File: config.mk
export PLATFORM = sky130hd
export DESIGN_NAME = ff_conv_arbiter
export DESIGN_NICKNAME = d
export VERILOG_FILES = /design/src/rtl/ff_conv_arbiter.sv
export SDC_FILE = /design/constraint.sdc
export NUM_CORES = 1
export LEC_CHECK = 0
export BUFFER_PORTS_ARGS = -buffer_cell sky130_fd_sc_hd__buf_2
export CAP_MARGIN = 20
export CORE_ASPECT_RATIO = 1.25
export CORE_MARGIN = 5
export CORE_UTILIZATION = 50
export DETAILED_ROUTE_END_ITERATION = 6
export HOLD_SLACK_MARGIN = 0.1
export PLACE_DENSITY_LB_ADDON = 0.12
export SLEW_MARGIN = 30
export SYNTH_ARGS = -nofsm -noshare
export SYNTH_HDL_FRONTEND = slang
export SYNTH_SLANG_ARGS = --single-unit
File: constraint.sdc
create_clock -name CLK -period 3.9 [get_ports CLK]
set_clock_uncertainty 0.1 [all_clocks]
set_input_delay 0.39 -clock CLK [delete_from_list [all_inputs] [get_ports CLK]]
set_output_delay 0.39 -clock CLK [all_outputs]
set_load 0.01 [all_outputs]
File: src/rtl/ff_conv_arbiter.sv
// ff_conv_arbiter
//   Round-robin arbiter/sequencer that shares one float-to-fixed converter
//   (FSM_FF controller) among N_REQ requesters. It grants one requester,
//   registers that requester's operand toward the converter, and runs the
//   Begin/ACK/release handshake. It then returns the fixed-point result with a
//   DONE pulse for the granted requester. A watchdog aborts with ERR when ACK
//   does not arrive within TIMEOUT cycles of entering WAIT.
//
// Ports
//   CLK, RST        clock, asynchronous active-high reset
//   REQ[N_REQ]      level requests, sampled only while idle
//   DATA_IN         packed operands, requester i at [i*W_FLT +: W_FLT]
//   GNT             one-hot grant, held from operand latch to return to idle
//   DONE            one-cycle pulse to the granted requester, RESULT valid
//   ERR             one-cycle pulse on timeout abort (GNT names the victim)
//   BUSY            high in every state except idle
//   RESULT          last captured converter result
//   FLT_OUT         registered operand to the converter
//   BEGIN_FF        start strobe to the converter
//   RST_FSM_FF      release strobe to the converter FSM
//   ACK_FF, FIX_IN  converter done level and its result
module ff_conv_arbiter #(
  parameter int N_REQ   = 4,
  parameter int W_FLT   = 32,
  parameter int W_FIX   = 32,
  parameter int TIMEOUT = 64
) (
  input  logic                   CLK,
  input  logic                   RST,
  input  logic [N_REQ-1:0]       REQ,
  input  logic [N_REQ*W_FLT-1:0] DATA_IN,
  output logic [N_REQ-1:0]       GNT,
  output logic [N_REQ-1:0]       DONE,
  output logic                   ERR,
  output logic                   BUSY,
  output logic [W_FIX-1:0]       RESULT,
  output logic [W_FLT-1:0]       FLT_OUT,
  output logic                   BEGIN_FF,
  output logic                   RST_FSM_FF,
  input  logic                   ACK_FF,
  input  logic [W_FIX-1:0]       FIX_IN
);

  localparam int IW = (N_REQ > 1) ? $clog2(N_REQ) : 1;
  localparam int TW = $clog2(TIMEOUT);

  typedef enum logic [1:0] {
    S_IDLE,
    S_LAUNCH,
    S_WAIT,
    S_RELEASE
  } state_t;

  state_t          state, state_n;
  logic [IW-1:0]   idx, idx_n;
  logic [IW-1:0]   ptr, ptr_n;
  logic [TW-1:0]   timer, timer_n;

  logic [N_REQ-1:0] gnt_n, done_n;
  logic             err_n, busy_n, begin_n, rstff_n;
  logic [W_FIX-1:0] result_n;
  logic [W_FLT-1:0] flt_n;

  logic [IW-1:0]    pick_idx;
  logic             pick_ok;
  int unsigned      cand;

  // First requester at or after the pointer, wrapping modulo N_REQ.
  always_comb begin
    pick_idx = '0;
    pick_ok  = 1'b0;
    cand     = 0;
    for (int unsigned k = 0; k < N_REQ; k++) begin
      cand = k + 32'(ptr);
      if (cand >= N_REQ) cand = cand - N_REQ;
      if (!pick_ok && REQ[IW'(cand)]) begin
        pick_idx = IW'(cand);
        pick_ok  = 1'b1;
      end
    end
  end

  // Next-state and next-output values; every output is then registered so
  // each strobe lines up with the state it belongs to.
  always_comb begin
    state_n  = state;
    idx_n    = idx;
    ptr_n    = ptr;
    timer_n  = timer;
    gnt_n    = GNT;
    done_n   = '0;
    err_n    = 1'b0;
    busy_n   = BUSY;
    result_n = RESULT;
    flt_n    = FLT_OUT;
    begin_n  = 1'b0;
    rstff_n  = 1'b0;
    case (state)
      S_IDLE: begin
        if (pick_ok) begin
          idx_n           = pick_idx;
          gnt_n           = '0;
          gnt_n[pick_idx] = 1'b1;
          flt_n           = DATA_IN[pick_idx*W_FLT +: W_FLT];
          busy_n          = 1'b1;
          begin_n         = 1'b1;
          state_n         = S_LAUNCH;
        end
      end
      S_LAUNCH: begin
        timer_n = '0;
        state_n = S_WAIT;
      end
      S_WAIT: begin
        timer_n = timer + 1'b1;
        if (ACK_FF) begin
          result_n    = FIX_IN;
          done_n[idx] = 1'b1;
          rstff_n     = 1'b1;
          state_n     = S_RELEASE;
        end else if (timer == TW'(TIMEOUT - 1)) begin
          err_n   = 1'b1;
          rstff_n = 1'b1;
          state_n = S_RELEASE;
        end
      end
      S_RELEASE: begin
        rstff_n = 1'b1;
        if (!ACK_FF) begin
          gnt_n   = '0;
          ptr_n   = (idx == IW'(N_REQ - 1)) ? '0 : idx + 1'b1;
          busy_n  = 1'b0;
          rstff_n = 1'b0;
          state_n = S_IDLE;
        end
      end
      default: state_n = S_IDLE;
    endcase
  end

  always_ff @(posedge CLK or posedge RST) begin
    if (RST) begin
      state      <= S_IDLE;
      idx        <= '0;
      ptr        <= '0;
      timer      <= '0;
      GNT        <= '0;
      DONE       <= '0;
      ERR        <= 1'b0;
      BUSY       <= 1'b0;
      RESULT     <= '0;
      FLT_OUT    <= '0;
      BEGIN_FF   <= 1'b0;
      RST_FSM_FF <= 1'b0;
    end else begin
      state      <= state_n;
      idx        <= idx_n;
      ptr        <= ptr_n;
      timer      <= timer_n;
      GNT        <= gnt_n;
      DONE       <= done_n;
      ERR        <= err_n;
      BUSY       <= busy_n;
      RESULT     <= result_n;
      FLT_OUT    <= flt_n;
      BEGIN_FF   <= begin_n;
      RST_FSM_FF <= rstff_n;
    end
  end

endmodule

==> reports/summary.txt <==
FF+latch area: 2200 um^2
ANT nets after route: 0
Root buffer cell: clkbuf_16
CP max-delay cell: o22ai_4
Synth Flop Type: dfrtp_1
DP Wirelength: 10,600 um
Antenna Cells: 0
Vias: 4,213
Pre-antenna DRT Iters: 4
Yosys Warn Count: 0
Initial antenna violation count: 0
Post-DP Area: 6280 um^2
Layout filler cell count: 808
Yosys top cell area share: 43.4%
Global-route wire length before repair: 21,900 um
Reg2Reg Depth: 6
Setup WS pre-CTS: 1.32 ns
Worst path cell trace: nand2b_1, and3_4, o22ai_4, buf_4, mux2i_1, o22ai_2
Average size of a mapped cell: 12.6 um^2
Initial Util: 50.8%
Clock Tree Buf Depth: 2
Library cells used by synthesis: 46
Fraction of registers with async set/reset: 100%
Synth top cells by count: dfrtp_1 (88), o21ai_0 (36), mux2_2 (34), mux2i_1 (33), o22ai_2 (30)
Worst Hold Launch: FIX_IN[4]
WL/cell: 18.4 um
Clock slew at reported path FFs: 0.07 ns
Area contributors post-synth: dfrtp_1 (43%), a221oi_2 (8.6%), mux2_2 (7.5%), o22ai_2 (7.4%), mux2i_1 (6.5%)
Clock period minus worst slack: 2.47 ns
Number of global-route vias before repair: 4,388
Vias/cell: 5.49
Area delta synth->final: 30.4%
Placement Rows: 41
I/O Buffers: 242
Setup violators final: 0
RSZ-0062 raised after global routing: no
Multi-input logic area: 2620 um^2
CP Data Arrival Time: 2.57 ns
H-tree lvl count: 3
Hold Path Sink: RESULT[4]$_DFFE_PP0P_
Achievable Freq: 405 MHz
Area of the die: 12,300 um^2
Sequential share of the synthesized area: 43.4%
Static leakage: 0.00321 uW
CTS tree: yes
Status: completed
PD cells: 806 nW/um^2
Final WL: 14,100 um
Crit path required time: 4.00 ns
CTS Buf Count: 9
Crit-path max cell delay: 0.53 ns
Critical Path Source Type: register
HP Class: input pin to register
Top-count cell post-synth: dfrtp_1
Worst vdd ir: 0.562 mV
Largest net degree at the start of global routing: 68
Non-filler instance count after layout: 768
DRT iter0 DRCs: 149
Setup CP Type: register to register
Slack of the worst reg-to-reg path: 1.43 ns
Final Hold Fails: 0
Final Wtd Congestion: 0.752
Total grt overflow: 0
Number of max-cap violations: 0
Tcrit/Tclk final: 63.3%
Post-route setup TNS: 0 ns
Synthesized instance count: 404
CP endpoint kind: register
CP delay by family, top: compound AO/OA/AOI/OAI gates
Mapped Area: 5080 um^2
GRT Total Usage: 22.4%
Die W: 100 um
Sink Count: 88
#FFs+latches synth: 88
Final nets: 809
Slew @ Worst Pin: 0.773 ns
Setup WS post-layout: 1.43 ns
Fraction of layout cells with a size suffix above 1: 61.7%
Crit-path max FO: 20
Hold depth: 2
DRC viols: 0
WP buf/inv: 1
DP Cell Count: 751
Post-synth net total: 579
Design Area, Final: 6620 um^2
Post-synth EDFFs: 0
FF-to-FF End: FLT_OUT[2]$_DFFE_PP0P_
Cell taking the most area after synthesis: dfrtp_1
Max-slew violations: 0
RR Startpoint: ptr[0]$_DFFE_PP0P_
Core ar.: 10,000 um^2
DIE HEIGHT: 123 um
Io pins: 243
Clk_lat worst skew: 0.33 ns
Slew HR: 48.5%
[cell usage in the layout (no fill, tap or decap), types with 11 or more instances in the layout]
| cell type | n |
|---|---|
| nand2_1 | 15 |
| o22ai_2 | 29 |
| mux2i_1 | 33 |
| a221oi_2 | 29 |
| o21ai_0 | 36 |
| mux2_2 | 34 |
| nor2_1 | 11 |
| dfrtp_1 | 88 |
| buf_2 | 242 |
| nor2_4 | 27 |
[cells by family (layout without fill, tap and decap cells)]
| kind of cell | after synthesis | in the layout | synth area share (%) |
|---|---|---|---|
| XOR/XNOR | 1 | 1 | 0.173 |
| AO/OA/AOI/OAI | 126 | 126 | 24.0 |
| adder cells (fa/ha/maj) | 8 | 8 | 1.97 |
| buffers and inverters | 39 | 274 | 5.47 |
| AND/OR/NAND/NOR | 75 | 75 | 10.9 |
| multiplexers | 67 | 67 | 14.0 |
| flip-flops | 88 | 88 | 43.4 |
[worst reg2reg max path: cells and delay by family (launching register included)]
family,cells,cell delay [ns]
muxes,1,0.31
and+or+nand+nor,2,0.39
buffers and inverters,1,0.47
AOI/OAI and AO/OA,2,0.64
DFF,1,0.43
[cell type report]
type / count / area share, %
inverters: 10 / 0.718
clock buffers: 12 / 3.87
repair buffers: 248 / 19.0
clock inverters: 4 / 1.15
multi-input cells: 277 / 39.5
well taps: 129 / 2.44
flip-flops and latches: 88 / 33.3
[power breakdown]
| group | switching, uW | total [uW] | internal (uW) |
|---|---|---|---|
| clock network | 355 | 953 | 598 |
| logic | 1490 | 2740 | 1250 |
| registers | 323 | 1650 | 1320 |
| total | 2170 | 5340 | 3170 |
[worst max-delay path by stage]
stage	start	to	slack, ns	cells after the start
floorplan	RST	BEGIN_FF$_DFF_PP0_	1.13	1
global placement	REQ[3]	FLT_OUT[10]$_DFFE_PP0P_	1.44	7
detailed placement	REQ[3]	FLT_OUT[2]$_DFFE_PP0P_	1.32	7
CTS	ptr[0]$_DFFE_PP0P_	FLT_OUT[2]$_DFFE_PP0P_	1.41	6
global route	ptr[0]$_DFFE_PP0P_	FLT_OUT[2]$_DFFE_PP0P_	1.31	6
finish	ptr[0]$_DFFE_PP0P_	FLT_OUT[2]$_DFFE_PP0P_	1.43	6
[registers in the layout, summed over array words and instances, names as in the netlist, 2 cells and up]
signal	flops
DONE	4
FLT_OUT	32
GNT	4
RESULT	32
idx	2
ptr	2
state	2
timer	6
[metrics by stage]
step	hold WS (ns)	total power, uW	util, %
6_report	0.183	5340	66.2
5_1_grt	0.170	5700	66.2
4_1_cts	0.172	5400	66.2
3_5_place_dp	0.365	4420	62.8
3_3_place_gp	0.355	4330	62.6
2_1_floorplan	0.374	3730	-
[layer usage]
layer / track usage [%] / vias to the layer above / routed length (um)
met5: 0 / - / 0
met2: 39.2 / 174 / 7130
met3: 6.08 / 22 / 1310
li1: - / 1989 / -
met4: 8.09 / 0 / 315
met1: 26.3 / 2028 / 5340
[what timing repair did]
item                      in CTS  in global routing
resized for setup              0                  0
hold endpoints to repair      62                  0
setup buffers                  0                  0
hold buffers                   1                  0
Power figures use the tool's default switching activity.
